[config.mk]
export PLATFORM = sky130hd
export DESIGN_NAME = ofdm_burst_framer
export DESIGN_NICKNAME = d
export VERILOG_FILES = /design/src/rtl/ofdm_pkg.sv /design/src/rtl/framer_pingpong_buf.sv /design/src/rtl/ofdm_burst_framer.sv
export SDC_FILE = /design/constraint.sdc
export NUM_CORES = 1
export LEC_CHECK = 0
export BUFFER_PORTS_ARGS = -buffer_cell sky130_fd_sc_hd__buf_2
export CELL_PAD_IN_SITES_DETAIL_PLACEMENT = 0
export CELL_PAD_IN_SITES_GLOBAL_PLACEMENT = 1
export CORE_ASPECT_RATIO = 1.1
export CORE_MARGIN = 1.5
export CORE_UTILIZATION = 56
export CTS_BUF_LIST = sky130_fd_sc_hd__clkbuf_8 sky130_fd_sc_hd__clkbuf_16
export DETAILED_ROUTE_END_ITERATION = 16
export PLACE_DENSITY_LB_ADDON = 0.25
export SYNTH_ARGS = -nofsm -noshare
export SYNTH_HDL_FRONTEND = slang
export SYNTH_HIERARCHICAL = 1
export SYNTH_SLANG_ARGS = --single-unit
[constraint.sdc]
create_clock -name clk -period 5.1 [get_ports clk]
set_input_delay 0.765 -clock clk [delete_from_list [all_inputs] [get_ports clk]]
set_output_delay 0.765 -clock clk [all_outputs]
set_load 0.01 [all_outputs]
[src/rtl/ofdm_pkg.sv]
// ofdm_pkg: burst geometry and framer FSM states shared by the transmit
// framer and the receive synchronizer / CP remover.
package ofdm_pkg;

  localparam int FFT_POINT   = 64;   // samples per symbol body
  localparam int CP_NUM      = 16;   // cyclic prefix length
  localparam int SYM_NUM     = 12;   // 2 time-sync + 2 channel-est + 8 data
  localparam int GAP_LEN     = 80;   // zero samples per padding gap
  localparam int GAP_AFTER_A = 1;    // symbol index followed by first gap
  localparam int GAP_AFTER_B = 3;    // symbol index followed by second gap

  // Total samples on the wire for one burst (1120 with the defaults).
  localparam int BURST_LEN = SYM_NUM * (CP_NUM + FFT_POINT) + 2 * GAP_LEN;

  localparam int ADDR_W = $clog2(FFT_POINT);
  localparam int CNT_W  = $clog2((GAP_LEN > FFT_POINT) ? GAP_LEN : FFT_POINT);
  localparam int SYM_W  = $clog2(SYM_NUM + 1);

  typedef enum logic [1:0] {
    ST_IDLE,
    ST_CP,
    ST_BODY,
    ST_GAP
  } framer_state_e;

endpackage

[src/rtl/framer_pingpong_buf.sv]
// framer_pingpong_buf: two FFT_POINT-deep sample banks with per-bank full
// flags. Input fills the banks alternately; the reader releases a bank once
// it has replayed it. Read data is registered (one-cycle latency).
module framer_pingpong_buf
  import ofdm_pkg::*;
#(
  parameter int DW = 8
) (
  input  logic              clk,
  input  logic              rst_n,
  input  logic              wr_valid,
  input  logic [DW-1:0]     wr_data,
  output logic              wr_ready,
  input  logic              rel_en,
  input  logic              rel_bank,
  input  logic              rd_en,
  input  logic              rd_bank,
  input  logic [ADDR_W-1:0] rd_addr,
  output logic [DW-1:0]     rd_data,
  output logic [1:0]        full
);

  logic              wr_bank_q, wr_bank_d;
  logic [ADDR_W-1:0] wr_ptr_q, wr_ptr_d;
  logic [1:0]        full_q, full_d;
  logic              wr_fire;
  logic [DW-1:0]     mem_q [2][FFT_POINT];
  logic [DW-1:0]     rd_data_q;

  // A bank released this cycle can take its first new sample in the same cycle.
  assign wr_ready = !full_q[wr_bank_q] || (rel_en && (rel_bank == wr_bank_q));
  assign wr_fire  = wr_valid && wr_ready;
  assign full     = full_q;
  assign rd_data  = rd_data_q;

  // Advance the write pointer; mark a bank full on its last entry, clear on release.
  always_comb begin
    // NOTE: defaults first so every path assigns every output and no latch is inferred.
    wr_bank_d = wr_bank_q;
    wr_ptr_d  = wr_ptr_q;
    full_d    = full_q;
    if (rel_en) begin
      full_d[rel_bank] = 1'b0;
    end
    if (wr_fire) begin
      if (wr_ptr_q == ADDR_W'(FFT_POINT - 1)) begin
        full_d[wr_bank_q] = 1'b1;
        wr_bank_d         = ~wr_bank_q;
        wr_ptr_d          = '0;
      end else begin
        wr_ptr_d = wr_ptr_q + 1'b1;
      end
    end
  end

  // Write pointer and bank flag registers.
  always_ff @(posedge clk or negedge rst_n) begin
    if (!rst_n) begin
      wr_bank_q <= 1'b0;
      wr_ptr_q  <= '0;
      full_q    <= '0;
    end else begin
      // NOTE: non-blocking so every flop samples pre-edge values regardless of statement order.
      wr_bank_q <= wr_bank_d;
      wr_ptr_q  <= wr_ptr_d;
      full_q    <= full_d;
    end
  end

  // Sample storage with a registered read port.
  // NOTE: storage is not reset; entries are always written before being read, and this keeps it RAM-mappable.
  always_ff @(posedge clk) begin
    if (wr_fire) begin
      mem_q[wr_bank_q][wr_ptr_q] <= wr_data;
    end
    if (rd_en) begin
      rd_data_q <= mem_q[rd_bank][rd_addr];
    end
  end

endmodule

[src/rtl/ofdm_burst_framer.sv]
// ofdm_burst_framer: takes IFFT symbols, prepends a cyclic prefix to each,
// inserts zero gaps after symbols GAP_AFTER_A and GAP_AFTER_B, and streams one
// BURST_LEN-sample burst. The read FSM issues one buffer read (or one zero)
// per cycle into a two-stage output path: the registered buffer read, then a
// registered output with a one-entry skid so m_ready back-pressure costs no
// throughput.
// Optional: define FRAMER_STATS_EN to add burst_cnt and underrun_cnt outputs.
module ofdm_burst_framer
  import ofdm_pkg::*;
#(
  parameter int DW = 8
) (
  input  logic          clk,
  input  logic          rst_n,
  input  logic [DW-1:0] s_data,
  input  logic          s_valid,
  output logic          s_ready,
  output logic [DW-1:0] m_data,
  output logic          m_valid,
  input  logic          m_ready,
  output logic          m_sof,
  output logic          m_last,
  output logic          busy
`ifdef FRAMER_STATS_EN
  ,
  output logic [15:0]   burst_cnt,
  output logic [15:0]   underrun_cnt
`endif
);

  typedef struct packed {
    logic [DW-1:0] data;
    logic          sof;
    logic          last;
  } beat_t;

  typedef struct packed {
    logic valid;
    logic zero;
    logic sof;
    logic last;
  } issue_t;

  framer_state_e     state_q, state_d;
  logic [CNT_W-1:0]  cnt_q, cnt_d;
  logic [SYM_W-1:0]  sym_idx_q, sym_idx_d;
  logic              rd_bank_q, rd_bank_d;
  logic              busy_q, busy_d;
  issue_t            p1_q, p1_d;
  beat_t             out_q, out_d, skid_q, skid_d, land_beat;
  logic              out_valid_q, out_valid_d, skid_valid_q, skid_valid_d;

  logic              rel_en, rd_en, stall, space, pop, last_pop;
  logic [ADDR_W-1:0] rd_addr;
  logic [DW-1:0]     rd_data;
  logic [1:0]        full, occ;
  logic              bank_full;

  framer_pingpong_buf #(.DW(DW)) u_buf (
    .clk      (clk),
    .rst_n    (rst_n),
    .wr_valid (s_valid),
    .wr_data  (s_data),
    .wr_ready (s_ready),
    .rel_en   (rel_en),
    .rel_bank (rd_bank_q),
    .rd_en    (rd_en),
    .rd_bank  (rd_bank_q),
    .rd_addr  (rd_addr),
    .rd_data  (rd_data),
    .full     (full)
  );

  assign bank_full = full[rd_bank_q];
  assign pop       = out_valid_q && m_ready;
  assign last_pop  = pop && out_q.last;
  // Beats held or in flight; a new issue is allowed if, after this cycle's pop,
  // the output register plus skid can still absorb it.
  assign occ   = 2'(out_valid_q) + 2'(skid_valid_q) + 2'(p1_q.valid);
  assign space = (occ - 2'(pop)) < 2'd2;
  assign rd_en = p1_d.valid && !p1_d.zero;

  // Read FSM: choose what to issue this cycle and where to go next.
  always_comb begin
    state_d   = state_q;
    cnt_d     = cnt_q;
    sym_idx_d = sym_idx_q;
    rd_bank_d = rd_bank_q;
    busy_d    = busy_q;
    p1_d      = '0;
    rd_addr   = '0;
    rel_en    = 1'b0;
    stall     = 1'b0;
    unique case (state_q)
      ST_IDLE: begin
        // The first CP read is issued straight from IDLE to save a cycle.
        if (!busy_q && bank_full && space) begin
          p1_d.valid = 1'b1;
          p1_d.sof   = 1'b1;
          rd_addr    = ADDR_W'(FFT_POINT - CP_NUM);
          cnt_d      = CNT_W'(1);
          sym_idx_d  = '0;
          busy_d     = 1'b1;
          state_d    = ST_CP;
        end
      end
      ST_CP: begin
        if (!bank_full) begin
          stall = 1'b1;   // next symbol not yet written: wait in place
        end else if (space) begin
          p1_d.valid = 1'b1;
          rd_addr    = ADDR_W'(FFT_POINT - CP_NUM) + cnt_q[ADDR_W-1:0];
          if (cnt_q == CNT_W'(CP_NUM - 1)) begin
            cnt_d   = '0;
            state_d = ST_BODY;
          end else begin
            cnt_d = cnt_q + 1'b1;
          end
        end
      end
      ST_BODY: begin
        if (space) begin
          p1_d.valid = 1'b1;
          rd_addr    = cnt_q[ADDR_W-1:0];
          if (cnt_q == CNT_W'(FFT_POINT - 1)) begin
            p1_d.last = (sym_idx_q == SYM_W'(SYM_NUM - 1));
            rel_en    = 1'b1;
            rd_bank_d = ~rd_bank_q;
            sym_idx_d = sym_idx_q + 1'b1;
            cnt_d     = '0;
            if (sym_idx_q == SYM_W'(GAP_AFTER_A) || sym_idx_q == SYM_W'(GAP_AFTER_B)) begin
              state_d = ST_GAP;
            end else if (sym_idx_q < SYM_W'(SYM_NUM - 1)) begin
              state_d = ST_CP;
            end else begin
              state_d = ST_IDLE;   // burst stays busy until m_last is taken
            end
          end else begin
            cnt_d = cnt_q + 1'b1;
          end
        end
      end
      ST_GAP: begin
        if (space) begin
          p1_d.valid = 1'b1;
          p1_d.zero  = 1'b1;
          if (cnt_q == CNT_W'(GAP_LEN - 1)) begin
            cnt_d   = '0;
            state_d = ST_CP;
          end else begin
            cnt_d = cnt_q + 1'b1;
          end
        end
      end
      default: state_d = ST_IDLE;
    endcase
    if (last_pop) begin
      busy_d    = 1'b0;
      sym_idx_d = '0;
      state_d   = ST_IDLE;
    end
  end

  // Output register plus skid: the head beat never changes while stalled.
  always_comb begin
    land_beat.data = p1_q.zero ? {DW{1'b0}} : rd_data;
    land_beat.sof  = p1_q.sof;
    land_beat.last = p1_q.last;
    out_d          = out_q;
    out_valid_d    = out_valid_q;
    skid_d         = skid_q;
    skid_valid_d   = skid_valid_q;
    if (pop) begin
      if (skid_valid_q) begin
        out_d        = skid_q;
        out_valid_d  = 1'b1;
        skid_valid_d = p1_q.valid;
        if (p1_q.valid) skid_d = land_beat;
      end else begin
        out_valid_d = p1_q.valid;
        if (p1_q.valid) out_d = land_beat;
      end
    end else if (!out_valid_q) begin
      out_valid_d = p1_q.valid;
      if (p1_q.valid) out_d = land_beat;
    end else if (p1_q.valid) begin
      skid_valid_d = 1'b1;
      skid_d       = land_beat;
    end
  end

  // FSM, counters and output pipeline registers.
  always_ff @(posedge clk or negedge rst_n) begin
    if (!rst_n) begin
      state_q      <= ST_IDLE;
      cnt_q        <= '0;
      sym_idx_q    <= '0;
      rd_bank_q    <= 1'b0;
      busy_q       <= 1'b0;
      p1_q         <= '0;
      out_q        <= '0;
      out_valid_q  <= 1'b0;
      skid_q       <= '0;
      skid_valid_q <= 1'b0;
    end else begin
      state_q      <= state_d;
      cnt_q        <= cnt_d;
      sym_idx_q    <= sym_idx_d;
      rd_bank_q    <= rd_bank_d;
      busy_q       <= busy_d;
      p1_q         <= p1_d;
      out_q        <= out_d;
      out_valid_q  <= out_valid_d;
      skid_q       <= skid_d;
      skid_valid_q <= skid_valid_d;
    end
  end

  assign m_valid = out_valid_q;
  assign m_data  = out_q.data;
  assign m_sof   = out_valid_q && out_q.sof;
  assign m_last  = out_valid_q && out_q.last;
  assign busy    = busy_q;

`ifdef FRAMER_STATS_EN
  logic [15:0] burst_cnt_q, burst_cnt_d, underrun_cnt_q, underrun_cnt_d;

  // Burst counter wraps; underrun counter saturates.
  always_comb begin
    burst_cnt_d    = burst_cnt_q;
    underrun_cnt_d = underrun_cnt_q;
    if (last_pop) burst_cnt_d = burst_cnt_q + 16'd1;
    if (stall && underrun_cnt_q != 16'hFFFF) underrun_cnt_d = underrun_cnt_q + 16'd1;
  end

  // Statistics registers.
  always_ff @(posedge clk or negedge rst_n) begin
    if (!rst_n) begin
      burst_cnt_q    <= '0;
      underrun_cnt_q <= '0;
    end else begin
      burst_cnt_q    <= burst_cnt_d;
      underrun_cnt_q <= underrun_cnt_d;
    end
  end

  assign burst_cnt    = burst_cnt_q;
  assign underrun_cnt = underrun_cnt_q;
`else
  // Stall indication only feeds the optional statistics.
  logic unused_stall;
  assign unused_stall = stall;
`endif

endmodule

# Word-level counts from Yosys, hierarchy flattened

Memory sizes are Yosys's and may differ from the RTL's.
Index checks and enable logic that the tools add are counted.

Flip-flop bits (word level): 58
RAM bits: 1024
Input bits: 12
Output and inout port bits: 13
Word-level logic and storage cells: 184
Memories kept: 1

Memories:

| name        | depth | width | read ports | clocked after memory_dff | write ports | line                      | RTL |
|---|---|---|---|---|---|---|---|
| u_buf.mem_q | 2     | 512   | 1          | 0                        | 1           | framer_pingpong_buf.sv:27 | `logic [DW-1:0] mem_q [2][FFT_POINT];` |

$add $sub $neg: 7
$lt $le $gt $ge: 9
Equality and inequality tests: 26
Multiplexer cells: 82
Bitwise logic cells: 7
Reduce and logical (&&, ||, !) cells: 31

Operator list:

| cell                  | count |
|---|---|
| $mux W512             | 1 |
| $mux W10              | 8 |
| $mux W7               | 8 |
| $bmux W8 S6           | 1 |
| $demux W8 S6          | 1 |
| $mux W8               | 4 |
| $mux W6               | 5 |
| $mux W1               | 29 |
| $mux W2               | 14 |
| $pmux W7 S4           | 1 |
| $ne A3 B3 Y1 const B  | 8 |
| $pmux W6 S3           | 1 |
| $mux W4               | 4 |
| $ge A7 B7 Y1 const B  | 2 |
| $not A6 Y7            | 2 |
| $logic_and A1 B1 Y1   | 12 |
| $ne A2 B2 Y1 const B  | 6 |
| $pmux W2 S4           | 1 |
| $pmux W4 S2           | 1 |
| $reduce_and A2 Y1     | 4 |
| $reduce_and A8 Y1     | 1 |
| $reduce_bool A2 Y1    | 4 |
| $add A7 B1 Y7 const B | 1 |
| $eq A7 B4 Y1 const B  | 1 |
| other kinds (34)      | 42 |

# Longest topological paths before layout

Gate-level depths: netlist of run 1.

Word-level depth: 11
Depth in mapped cells: 15
Mapped depth without buffers: 12

# Hierarchy

The synthesis of run 1 kept the hierarchy.

By module, submodules not included:

| module              | times used | cells each | area each (um2) | seq. area each (um2) |
|---|---|---|---|---|
| framer_pingpong_buf | 1          | 1663       | 40094.7         | 31214.9 |
| ofdm_burst_framer   | 1          | 265        | 2469.9          | 1026.0 |

# Worst setup path after synthesis of run 1

OpenSTA, ideal clock, no wires.

Path type: input-to-reg
Start point: input port m_ready
End point: register u_buf.rd_data_q[0] (netlist: u_buf/rd_data[0]) (data pin)
Library setup time: 0.260 ns
Arrival: 4.480 ns
Required time: 4.840 ns
Path slack: 0.360 ns
Stages on the path: 14
Buffers on the path: 3
Path through: buf_2 > nand2_1 > ha_1 > ha_1 > a21oi_4 > xnor2_2 > nor3_1 > and2_1 > clkbuf_1 > buf_1 > mux4_2 > mux4_2 > mux4_2 > mux2_2

Word-level cells in the longest chain between the ends: 10
Elaborated cells between the ends (all ways): 13
Those cells by class: add/sub (1); order compare (1); mux (8); bitwise (1); reduce/logical (2)

RTL lines:

| item                                            | line                      | RTL |
|---|---|---|
| start: declaration                              | ofdm_burst_framer.sv:20   | `input logic m_ready,` |
| $logic_and A1 B1 Y1 (*)                         | ofdm_burst_framer.sv:75   | `assign pop = out_valid_q && m_ready;` |
| $sub A2 B1 Y2 (*)                               | ofdm_burst_framer.sv:80   | `assign space = (occ - 2'(pop)) < 2'd2;` |
| $lt A2 B2 Y1 (*)                                | ofdm_burst_framer.sv:80   |  |
| $mux W6                                         | ofdm_burst_framer.sv:110  | `end else if (space) begin` |
| $mux W6                                         | ofdm_burst_framer.sv:108  | `if (!bank_full) begin` |
| $pmux W6 S3 (*)                                 | ofdm_burst_framer.sv:94   | `unique case (state_q)` |
| net rd_addr[1]                                  | ofdm_burst_framer.sv:54   | `logic [ADDR_W-1:0] rd_addr;` |
| $not A6 Y7 (not written as such) (*)            | framer_pingpong_buf.sv:77 | `rd_data_q <= mem_q[rd_bank][rd_addr];` |
| $bmux W8 S6 (*)                                 | framer_pingpong_buf.sv:77 |  |
| $mux W8 (not written as such) (*) (2 in series) | framer_pingpong_buf.sv:77 |  |
| end signal: assignment                          | framer_pingpong_buf.sv:77 |  |
| end: declaration                                | framer_pingpong_buf.sv:28 | `logic [DW-1:0] rd_data_q;` |

The timed path passes the listed nets; every way through them passes the cells marked *. The select of a mux whose other input is x is not followed.
A chain may end at the register's enable or synchronous reset.

# Final worst setup path of run 1

Start point: register p1_q[3] (netlist name)
End point: memory u_buf/mem_q[0][312] (netlist name), enable pin

Word-level cells in the longest chain between the ends: 10

RTL lines:

| item                            | line                      | RTL |
|---|---|---|
| start: declaration              | ofdm_burst_framer.sv:49   | `issue_t p1_q, p1_d;` |
| start signal: assignment        | ofdm_burst_framer.sv:211  | `p1_q <= p1_d;` |
| $add A2 B1 Y2                   | ofdm_burst_framer.sv:79   | `assign occ = 2'(out_valid_q) + 2'(skid_valid_q) + 2'(p1_q.valid);` |
| $sub A2 B1 Y2                   | ofdm_burst_framer.sv:80   |  |
| $lt A2 B2 Y1                    | ofdm_burst_framer.sv:80   |  |
| $mux W1                         | ofdm_burst_framer.sv:122  | `if (space) begin` |
| $mux W1                         | ofdm_burst_framer.sv:94   |  |
| net rel_en                      | ofdm_burst_framer.sv:53   | `logic rel_en, rd_en, stall, space, pop, last_pop;` |
| $logic_and A1 B1 Y1             | framer_pingpong_buf.sv:31 | `assign wr_ready = !full_q[wr_bank_q] \|\| (rel_en && (rel_bank == wr_bank_q));` |
| $logic_or A1 B1 Y1              | framer_pingpong_buf.sv:31 |  |
| $logic_and A1 B1 Y1             | framer_pingpong_buf.sv:32 | `assign wr_fire = wr_valid && wr_ready;` |
| $mux W1                         | framer_pingpong_buf.sv:73 | `if (wr_fire) begin` |
| $mux W512 (not written as such) | framer_pingpong_buf.sv:74 | `mem_q[wr_bank_q][wr_ptr_q] <= wr_data;` |
| end: declaration                | framer_pingpong_buf.sv:27 |  |

The timed path passes the listed nets, and every way through them passes these cells.

==> load_flow_metrics.sql, run 1 <==
INSERT INTO impl_metrics (metric_group, metric, value, unit) VALUES
('run_status', 'result_of_the_run', 'complete, no violations', ''),
('worst_setup_path', 'crit_path_cell_trace', 'inv_1 -> ha_1 -> ha_1 -> a21oi_4 -> xnor2_2 -> buf_4 -> nor2_1 -> inv_1 -> o21ai_0 -> o211a_1 -> nor2b_1 -> nand2_1 -> nor2_1', ''),
('synth', 'syn_avg_cell_area', '22.1', 'µm²'),
('worst_setup_path', 'cp_data_arrival_time', '4.89', 'ns'),
('drt', 'top_layer_used', 'met4', ''),
('floorplanning', 'core', '74900', 'µm²'),
('worst_setup_path', 'crit_path_end_kind', 'flip-flop', ''),
('drt', 'route.met2.wl', '46500', 'µm'),
('timing', 'fmaxAchievable', '216', 'MHz'),
('synth', 'ys.warnings.count', '6', ''),
('global_routing', 'globalRouteTotalUtil', '25.0', '%'),
('worst_setup_path', 'setup.reg_to_reg.worst_slack', '0.47', 'ns'),
('layout', 'antenna-diode-count', '0', ''),
('synth', 'synth_common_cells', 'edfxtp_1 (1032), mux4_2 (336), nor2_1 (146)', ''),
('synth', 'yosysSeqAreaShare', '75.7', '%'),
('global_routing', 'first_global_vias', '20652', ''),
('clocking', 'cts_tree', 'yes', ''),
('placed_design', 'numPortBuffers', '24', ''),
('synth', 'edff_count_synth', '1032', ''),
('floorplanning', 'initial_utilization', '56.8', '%'),
('clocking', 'cts.sink_count', '1082', ''),
('timing', 'min_period_over_period', '90.7', '%'),
('synth', 'yosysUniqueCellTypes', '60', ''),
('synth', 'netlist_top_cells_area', 'edfxtp_1 (73%), mux4_2 (18%), dfrtp_1 (2.9%)', ''),
('synth', 'synth.most_common_cell', 'edfxtp_1', ''),
('timing', 'aggregate_negative_setup_slack', '0', 'ns'),
('clocking', 'holdBufCountCts', '1', ''),
('placed_design', 'post_dp_cell_area', '44900', 'µm²'),
('layout', 'layoutNonFillerInstCount', '3175', ''),
('drt', 'detail_route.vias_per_cell', '6.37', ''),
('layout', 'area_delta_synth_final', '13.7', '%'),
('timing', 'final_hold_viol_count', '0', ''),
('floorplanning', 'total_number_of_placement_rows', '105', ''),
('worst_setup_path', 'worst-setup-path-type', 'reg -> reg', ''),
('timing', 'worst-slew-pin-transition', '1.08', 'ns'),
('global_routing', 'grt_max_degree', '97', ''),
('worst_setup_path', 'cpMaxStageDelayCell', 'nor2_1', ''),
('drt', 'met3RoutedLength', '7710', 'µm'),
('pwr', 'peakVddDrop', '0.282', 'mV'),
('drt', 'num_vias', '20218', ''),
('clocking', 'clockBufferDepth', '3', ''),
('drt', 'post_drt_antenna_nets', '0', ''),
('floorplanning', 'top_level_ports', '25', ''),
('drt', 'detail_route.first_pass.iterations', '6', ''),
('global_routing', 'grt_pass1_wl', '140000', 'µm'),
('drt', 'remaining_drc_errors', '0', ''),
('drt', 'detail_route.wirelength', '93900', 'µm'),
('pwr', 'static-leakage-power', '0.0156', 'µW'),
('timing', 'setup_viol', '0', ''),
('placed_design', 'detailedPlacementHpwl', '57500', 'µm'),
('floorplanning', 'die-width', '266', 'µm'),
('placed_design', 'placedCellCount', '2981', ''),
('drt', 'initialDrtViolationCount', '2151', ''),
('synth', 'synth.top_cell.area_share', '72.8', '%'),
('global_routing', 'globalRoute.totalOverflow', '0', ''),
('layout', 'post-route-util', '64.6', '%'),
('layout', 'final_cell_area', '48400', 'µm²'),
('worst_setup_path', 'critPathMaxFanout', '9', ''),
('timing', 'relSlewSlack', '27.8', '%'),
('clocking', 'cts_inserted_buffers', '104', ''),
('timing', 'grt_setup_unrepaired', 'false', ''),
('min_path', 'worstHoldPathType', 'reg -> reg', ''),
('clocking', 'clock_tree.htree_level_count', '3', ''),
('synth', 'mappedNetlistNets', '1953', ''),
('job', 'drv_cap', '0', ''),
('synth', 'synthArstFlopShare', '4.62', '%'),
('floorplanning', 'die_h', '292', 'µm'),
('synth', 'synth.ff_latch_count', '1082', ''),
('synth', 'synth_flop_cell', 'edfxtp_1', ''),
('global_routing', 'antenna_found_initial', '0', ''),
('drt', 'detail_route.wirelength.met1', '37800', 'µm');
==> power breakdown <==
| part | internal, µW | switching, µW | total [µW] |
|---|---|---|---|
| Clock | 4560 | 3240 | 7790 |
| Combinational | 617 | 1190 | 1810 |
| Sequential | 10100 | 225 | 10300 |
| Total | 15200 | 4650 | 19900 |
==> final timing paths <==
| check | startpoint | to | cells past startpoint |
|---|---|---|---|
| worst max-delay path | p1_q[3] | u_buf/mem_q[0][312] | 13 |
| worst max register to register | p1_q[3] | u_buf/mem_q[0][312] | 13 |
| worst min register to register | skid_q[8] | skid_q[8] | 2 |
| min in group asynchronous | rst_n | p1_q[2] | 2 |
| worst min-delay path | skid_q[8] | skid_q[8] | 2 |
| max in group asynchronous | rst_n | rd_bank_q | 3 |
==> critical path, delay by kind of cell (launching register included) <==
kind                       cells  cell delay (ns)
AOI/OAI and AO/OA              3             0.84
xor gates and xnor gates       1             0.09
adders and majority gates      2             0.57
buffers and inverters          3             0.39
DFF                            1             0.38
and+or+nand+nor                4             1.95
==> state kept, by name, summed over array words and instances, names as in the netlist <==
signal and flops:
p1_q 2, u_buf/wr_bank_q 1, cnt_q 7, m_valid 1, u_buf/mem_q 1024, u_buf/wr_ptr_q 6, u_buf/rd_data 8, rd_bank_q 1
m_data 8, skid_valid_q 1, u_buf/full 2, out_q 2, sym_idx_q 4, busy 1, land_beat 2, skid_q 10
state_q 2
==> cell usage in the layout, fill, tap and decap left out, types with 13 or more instances in the layout <==
master / Yosys / layout
clkinv_2: 0 / 21
dfrtp_1: 50 / 49
edfxtp_1: 1032 / 1032
inv_1: 12 / 29
clkinv_1: 0 / 14
nand3_1: 13 / 13
o21ai_0: 28 / 28
bufinv_16: 0 / 13
nor2_1: 146 / 146
buf_2: 26 / 16
nand2_1: 46 / 46
ha_1: 13 / 13
buf_4: 12 / 171
clkbuf_16: 0 / 109
mux4_2: 336 / 336
nand2b_1: 14 / 14
==> logic make-up (layout without fill, tap and decap cells) <==
group | Yosys count | after routing | synth area share (%)
muxes | 353 | 353 | 18.2
adders and majority gates | 13 | 13 | 0.382
xor gates and xnor gates | 8 | 8 | 0.200
DFF | 1082 | 1082 | 75.7
and+or+nand+nor | 267 | 267 | 2.83
AOI/OAI and AO/OA | 84 | 84 | 1.31
buffers and inverters | 121 | 405 | 1.32
==> routing by layer <==
metal / vias up / track usage, %
met5: - / 0
met4: 0 / 6.79
met3: 109 / 5.43
met2: 841 / 39.7
met1: 10809 / 35.6
li1: 8459 / -
==> metrics by stage <==
step                      power [µW]  hold WS [ns]
after floorplan                11500         0.451
after global placement         12200         0.464
after detailed placement       12300         0.472
after CTS                      20000         0.485
after global routing           20500         0.512
final                          19900         0.485
==> final cells by class <==
type                            count  area [µm²]  share of cell area, %
Clock buffer                      111        2760                   5.69
Clock inverter                     82         757                   1.56
Inverter                           12        45.0                 0.0931
Multi-Input combinational cell    725        9770                   20.2
Sequential cell                  1082       32200                   66.6
Tap cell                          963        1200                   2.49
Timing Repair Buffer              200        1610                   3.34
No activity file was read; power rests on OpenSTA's default activity.
==> inputs of run 2 (changes only) <==
- RECOVER_POWER: unset -> 100
==> run 2 against run 1 <==
The flow now finishes with violations (max-capacitance violations, max-slew violations). Core utilization shrank 0.80 points. Critical path depth is the same. Sequential share of layout area grew 0.83 points. Flip-flop and latch count is the same. Sequential power is essentially flat. Routed wire length grew 0.32%. Clock power is essentially flat. Via count is essentially flat. First-iteration DRC count grew 2.6%. Combinational power shrank 6%. Design area shrank 1.2%. Hold slack is essentially flat. Critical path type unchanged.
==> load_flow_metrics.sql, run 2 (same netlist as run 1, synthesis figures left out) <==
INSERT INTO impl_metrics (metric_group, metric, value, unit) VALUES
('run_status', 'result_of_the_run', 'finished with violations', ''),
('run_status', 'violations', 'max-capacitance violations, max-slew violations', ''),
('worst_setup_path', 'timing.critical_path.from_type', 'flip-flop', ''),
('drt', 'detail_route.wl_per_cell', '29.7', 'µm'),
('worst_setup_path', 'critical_path.reg2reg.endpoint', 'u_buf/rd_data[1]', ''),
('drt', 'detail_route.first_pass.iterations', '7', ''),
('clocking', 'worst_skew_pair.late_latency', '0.67', 'ns'),
('timing', 'fmaxAchievable', '208', 'MHz'),
('timing', 'relSlewSlack', '-201', '%'),
('layout', 'mostFrequentLayoutCell', 'edfxtp_1', ''),
('min_path', 'min_delay_worst_endpoint', 'skid_q[8]', ''),
('layout', 'final_nets', '2150', ''),
('drt', 'post_drt_antenna_nets', '0', ''),
('timing', 'worst-slew-pin-transition', '4.52', 'ns'),
('drt', 'initialDrtViolationCount', '2207', ''),
('worst_setup_path', 'r2r_cells', '13', ''),
('placed_design', 'detailedPlacementHpwl', '57500', 'µm'),
('pwr', 'pwr-share-seq', '52.0', '%'),
('pwr', 'p_per_area', '414', 'nW/µm²'),
('clocking', 'clockBufferDepth', '3', ''),
('layout', 'mostFrequentLayoutCells', 'edfxtp_1 (1032), mux4_2 (336), nor2_1 (146)', ''),
('timing', 'final_hold_viol_count', '0', ''),
('worst_setup_path', 'cp_data_arrival_time', '5.22', 'ns'),
('timing', 'min_period_over_period', '94.2', '%'),
('global_routing', 'antenna_found_initial', '0', ''),
('timing', 'grt_setup_unrepaired', 'false', ''),
('placed_design', 'numPortBuffers', '24', ''),
('drt', 'remaining_drc_errors', '0', ''),
('pwr', 'sw_frac_of_total', '23.4', '%'),
('clocking', 'cts_setup_buffers', '0', ''),
('pwr', 'p_int', '15200', 'µW'),
('pwr', 'power.share.clock', '39.4', '%'),
('drt', 'num_vias', '20204', ''),
('placed_design', 'post_dp_cell_area', '44900', 'µm²'),
('clocking', 'cts_resized', '0', ''),
('layout', 'register_with_the_most_flip_flops', 'u_buf/mem_q', ''),
('worst_setup_path', 'crit_path_end_kind', 'flip-flop', ''),
('clocking', 'clock_tree.htree_level_count', '3', ''),
('layout', 'fillers', '5054', ''),
('placed_design', 'gpl.final_weighted_congestion', '0.818', ''),
('worst_setup_path', 'setup.reg_to_reg.worst_slack', '0.29', 'ns'),
('layout', 'sequential_cell_area', '32200', 'µm²'),
('timing', 'setup_viol', '0', ''),
('global_routing', 'first_global_vias', '20652', ''),
('job', 'drv_cap', '9', ''),
('min_path', 'hold_path.startpoint', 'skid_q[8]', ''),
('floorplanning', 'die_h', '292', 'µm'),
('floorplanning', 'total_number_of_placement_rows', '105', ''),
('floorplanning', 'core', '74900', 'µm²'),
('clocking', 'cts.sink_count', '1082', ''),
('pwr', 'static-leakage-power', '0.0150', 'µW'),
('clocking', 'clkSlewWorstSetupHoldPaths', '0.06', 'ns'),
('min_path', 'worstHoldPathType', 'reg -> reg', ''),
('layout', 'final_cell_area', '47800', 'µm²'),
('pwr', 'peakVddDrop', '0.281', 'mV'),
('global_routing', 'globalRouteTotalUtil', '25.0', '%'),
('worst_setup_path', 'critPathMaxFanout', '22', ''),
('pwr', 'netSwitchingPower', '4640', 'µW'),
('floorplanning', 'fp.dieArea', '77700', 'µm²'),
('floorplanning', 'die-width', '266', 'µm'),
('min_path', 'number_of_cells_traversed_by_the_worst_hold_path', '2', ''),
('clocking', 'clock_tree_root', 'clkbuf_16', ''),
('worst_setup_path', 'worst-setup-path-type', 'reg -> reg', ''),
('clocking', 'cts_tree', 'yes', ''),
('global_routing', 'grt_pass1_wl', '140000', 'µm'),
('worst_setup_path', 'critical_path_required', '5.52', 'ns'),
('timing', 'final.min_clock_period', '4.81', 'ns'),
('layout', 'largest_register_ffs', '1024', ''),
('drt', 'detail_route.vias_per_cell', '6.36', ''),
('pwr', 'p_comb_share', '8.6', '%'),
('timing', 'finClkSkew', '0.0307', 'ns'),
('layout', 'multi_input_area', '9730', 'µm²'),
('timing', 'timing.final.max_slew_violations', '671', ''),
('floorplanning', 'top_level_ports', '25', ''),
('layout', 'largestRegisters', 'u_buf/mem_q x1024, skid_q x10', ''),
('layout', 'antenna-diode-count', '0', ''),
('clocking', 'cts_inserted_buffers', '104', ''),
('layout', 'area_delta_synth_final', '12.3', '%'),
('drt', 'detail_route.wirelength', '94200', 'µm'),
('layout', 'post-route-util', '63.8', '%'),
('floorplanning', 'initial_utilization', '56.8', '%'),
('timing', 'aggregate_negative_setup_slack', '0', 'ns'),
('worst_setup_path', 'r2r_start', 'p1_q[3]', ''),
('layout', 'drive_gt1_share', '26.0', '%'),
('global_routing', 'globalRoute.totalOverflow', '0', ''),
('global_routing', 'grt_max_degree', '97', ''),
('timing', 'fin_worst_hold_slack', '0.485', 'ns');
run 2: cell types whose count changed in the layout (fill, tap and decap cells not counted), sizes merged:
cell    before  now
buf        199   36
clkbuf     111  274
run 2: layout make-up:
cell class / count / share of cell area [%]
inverter: 12 / 0.0942
clock buffer: 111 / 5.76
multi-input combinational: 725 / 20.4
clock inverter: 82 / 1.58
sequential: 1082 / 67.5
timing repair buffer: 200 / 2.21
tap: 963 / 2.52
run 2: metrics by stage:
step,total power [µW],instances,setup WS [ns]
3_5_place_dp,12300,2981,0.0789
4_1_cts,20000,3175,0.497
2_1_floorplan,11500,1928,0.360
3_3_place_gp,12200,2981,0.117
6_report,19800,3175,0.294
5_1_grt,20400,3175,0.123
run 2: critical path: stages (launching register included):
cell,delay (ns)
dfrtp_1,0.38
inv_1,0.14
ha_1,0.26
ha_1,0.31
a21oi_4,0.16
xnor2_1,0.10
nor3_1,0.24
and2_0,0.35
buf_12,0.22
clkbuf_2,0.55
mux4_2,0.41
mux4_2,0.51
mux4_2,0.59
mux2_2,0.30
run 2: worst max-delay path by stage:
stage | cells after the start | slack [ns] | endpoint | start
2_1_floorplan | 14 | 0.36 | u_buf/rd_data[0] | m_ready
3_3_place_gp | 14 | 0.12 | u_buf/rd_data[1] | m_ready
3_5_place_dp | 14 | 0.08 | u_buf/mem_q[0][312] | m_ready
4_1_cts | 13 | 0.50 | u_buf/mem_q[0][312] | p1_q[3]
5_1_grt | 2 | 0.12 | u_buf/mem_q[1][27] | s_data[3]
6_report | 13 | 0.29 | u_buf/rd_data[1] | p1_q[3]
run 2: per-layer routing:
layer	vias up	routed length, µm	GRT usage [%]
li1	8463	-	-
met1	10770	37900	35.6
met2	854	46400	39.7
met3	117	7900	5.43
met4	0	2070	6.79
met5	-	0	0
run 2: repair_timing:
action,4_1_cts,5_1_grt
endpoints found under the hold margin,11,0
endpoints found under the setup margin,0,0
hold buffers,1,0
run 2: power by group through the flow:
stage	clock network [µW]	logic [µW]	registers, µW
after floorplan	0	1120	10300
after global placement	0	1780	10400
after detailed placement	0	1810	10500
after CTS	7920	1820	10300
after global routing	8240	1850	10300
final	7790	1700	10300
==> inputs of run 3 (changes only) <==
- CORE_UTILIZATION: 56 -> 51
- clock period: 5.1 -> 4.3 ns (I/O delays scaled with it)
==> run 3 against run 2 <==
Largest cell class unchanged. Maximum frequency up 16%. Clock power is 25% higher. Sequential share of layout area is 1.6 points lower. Highest routed layer unchanged. Flip-flop and latch count unchanged. Non-clock buffer count rose by 60. Hold slack lost 0.052 ns. First-iteration DRC count fell by 24%. Global-route usage down 2.3 points. The flow still finishes with violations (max-capacitance violations, max-slew violations).
==> load_flow_metrics.sql, run 3 (same netlist as run 1, synthesis figures left out) <==
INSERT INTO impl_metrics (metric_group, metric, value, unit) VALUES
('run_status', 'result_of_the_run', 'finished with violations', ''),
('run_status', 'violations', 'max-capacitance violations, max-slew violations', ''),
('layout', 'area_delta_synth_final', '15.0', '%'),
('timing', 'postLayoutSetupSlackWorst', '0.143', 'ns'),
('placed_design', 'placedCellCount', '3143', ''),
('pwr', 'design_power_total', '24000', 'µW'),
('pwr', 'static-leakage-power', '0.0158', 'µW'),
('clocking', 'worst_skew_pair.late_latency', '0.67', 'ns'),
('floorplanning', 'die_h', '306', 'µm'),
('timing', 'timing.final.max_slew_violations', '843', ''),
('clocking', 'cts_setup_buffers', '0', ''),
('drt', 'detail_route.wirelength', '93600', 'µm'),
('layout', 'drive_gt1_share', '32.4', '%'),
('global_routing', 'globalRoute.totalOverflow', '0', ''),
('timing', 'grt_setup_unrepaired', 'false', ''),
('worst_setup_path', 'cp_data_arrival_time', '4.57', 'ns'),
('clocking', 'clock_tree.htree_level_count', '3', ''),
('worst_setup_path', 'worst-setup-path-type', 'reg -> reg', ''),
('global_routing', 'first_global_vias', '20925', ''),
('clocking', 'cts_inserted_buffers', '106', ''),
('timing', 'finClkSkew', '0.0273', 'ns'),
('timing', 'final.min_clock_period', '4.16', 'ns'),
('drt', 'num_vias', '20262', ''),
('drt', 'detail_route.wl_per_cell', '28.0', 'µm'),
('timing', 'aggregate_negative_setup_slack', '0', 'ns'),
('placed_design', 'detailedPlacementHpwl', '59400', 'µm'),
('timing', 'worst-slew-pin-transition', '2.94', 'ns'),
('min_path', 'hold_path.startpoint', 'm_ready', ''),
('layout', 'sequential_cell_area', '32200', 'µm²'),
('worst_setup_path', 'r2r_start', 'p1_q[3]', ''),
('timing', 'min_period_over_period', '96.7', '%'),
('pwr', 'peakVddDrop', '0.335', 'mV'),
('layout', 'largest_register_ffs', '1024', ''),
('floorplanning', 'core', '82300', 'µm²'),
('global_routing', 'globalRouteTotalUtil', '22.6', '%'),
('layout', 'fillers', '5809', ''),
('timing', 'relSlewSlack', '-95.7', '%'),
('timing', 'final_hold_viol_count', '0', ''),
('pwr', 'p_per_area', '491', 'nW/µm²'),
('worst_setup_path', 'timing.critical_path.from_type', 'flip-flop', ''),
('clocking', 'cts.sink_count', '1082', ''),
('global_routing', 'grt_pass1_wl', '140000', 'µm'),
('drt', 'detail_route.vias_per_cell', '6.06', ''),
('worst_setup_path', 'setup.reg_to_reg.worst_slack', '0.14', 'ns'),
('worst_setup_path', 'critical_path_required', '4.71', 'ns'),
('job', 'drv_cap', '12', ''),
('worst_setup_path', 'crit_path_end_kind', 'flip-flop', ''),
('drt', 'remaining_drc_errors', '0', ''),
('floorplanning', 'top_level_ports', '25', ''),
('floorplanning', 'total_number_of_placement_rows', '110', ''),
('global_routing', 'antenna_found_initial', '4', ''),
('timing', 'fmaxAchievable', '241', 'MHz'),
('clocking', 'clock_tree_root', 'clkbuf_16', ''),
('drt', 'initialDrtViolationCount', '1674', ''),
('layout', 'mostFrequentLayoutCell', 'edfxtp_1', ''),
('global_routing', 'grt_max_degree', '109', ''),
('layout', 'largestRegisters', 'u_buf/mem_q x1024, skid_q x10', ''),
('layout', 'final_nets', '2212', ''),
('worst_setup_path', 'critPathMaxFanout', '27', ''),
('floorplanning', 'fp.dieArea', '85200', 'µm²'),
('placed_design', 'numPortBuffers', '24', ''),
('layout', 'layoutNonFillerInstCount', '3341', ''),
('floorplanning', 'die-width', '278', 'µm'),
('clocking', 'clockBufferDepth', '3', ''),
('min_path', 'worstHoldPathType', 'in -> reg', ''),
('timing', 'setup_viol', '0', ''),
('drt', 'post_drt_antenna_nets', '0', ''),
('floorplanning', 'initial_utilization', '51.7', '%'),
('layout', 'mostFrequentLayoutCells', 'edfxtp_1 (1032), mux4_2 (336), nor2_1 (145)', ''),
('clocking', 'clkSlewWorstSetupHoldPaths', '0.06', 'ns'),
('layout', 'multi_input_area', '9750', 'µm²'),
('clocking', 'cts_tree', 'yes', ''),
('layout', 'post-route-util', '59.5', '%'),
('layout', 'register_with_the_most_flip_flops', 'u_buf/mem_q', ''),
('placed_design', 'place_worst_setup_slack', '-0.324', 'ns'),
('worst_setup_path', 'crit_start', 'p1_q[3]', ''),
('placed_design', 'gpl.final_weighted_congestion', '0.805', ''),
('drt', 'detail_route.first_pass.iterations', '5', '');
## run 3: worst max-delay path: stages, from the launching register on
cell and delay (ns):
dfrtp_1 0.36, inv_1 0.06, ha_1 0.29, ha_1 0.31, a21oi_4 0.14, xnor2_1 0.10
nor3_2 0.21, and2_4 0.21, buf_12 0.19, buf_12 0.22, mux4_2 0.37, mux4_2 0.53
mux4_2 0.57, mux2_2 0.30
## run 3: final timing paths
check,end,cells after the start
setup / recovery,u_buf/rd_data[5],13
hold / removal,skid_valid_q,3
setup reg to reg,u_buf/rd_data[5],13
hold reg to reg,skid_q[9],2
max in group asynchronous,rd_bank_q,2
min in group asynchronous,skid_q[7],2
## run 3: layout make-up
class	instances	share of cell area, %
sequential	1082	65.8
multi-input combinational	725	19.9
clock buffer	111	5.67
timing repair buffer	260	3.89
tap	1064	2.72
clock inverter	86	1.87
inverter	12	0.0920
antenna	1	0.00511
## run 3: what timing repair did
item                       in CTS  in global routing
hold buffers                    0                  0
setup endpoints to repair       0                  6
gates resized for setup         0                  2
## run 3: metrics by stage
stage	hold slack [ns]	cell area, µm²
3_5_place_dp	0.475	45600
2_1_floorplan	0.349	42600
5_1_grt	0.449	49000
4_1_cts	0.108	49300
6_report	0.433	49000
3_3_place_gp	0.463	45600
## run 3: report_power, final
part / internal (µW) / switching (µW) / leakage (µW)
Combinational: 723 / 1400 / 0.00402
Sequential: 11900 / 254 / 0.00991
Clock: 5850 / 3850 / 0.00187
## run 3: routing by layer
metal / share of wire (%) / global-route usage, % / vias up
li1: - / - / 8598
met1: 41 / 32.1 / 10884
met2: 50 / 37.4 / 667
met3: 6.0 / 2.90 / 113
met4: 2.2 / 6.51 / 0
met5: 0 / 0 / -
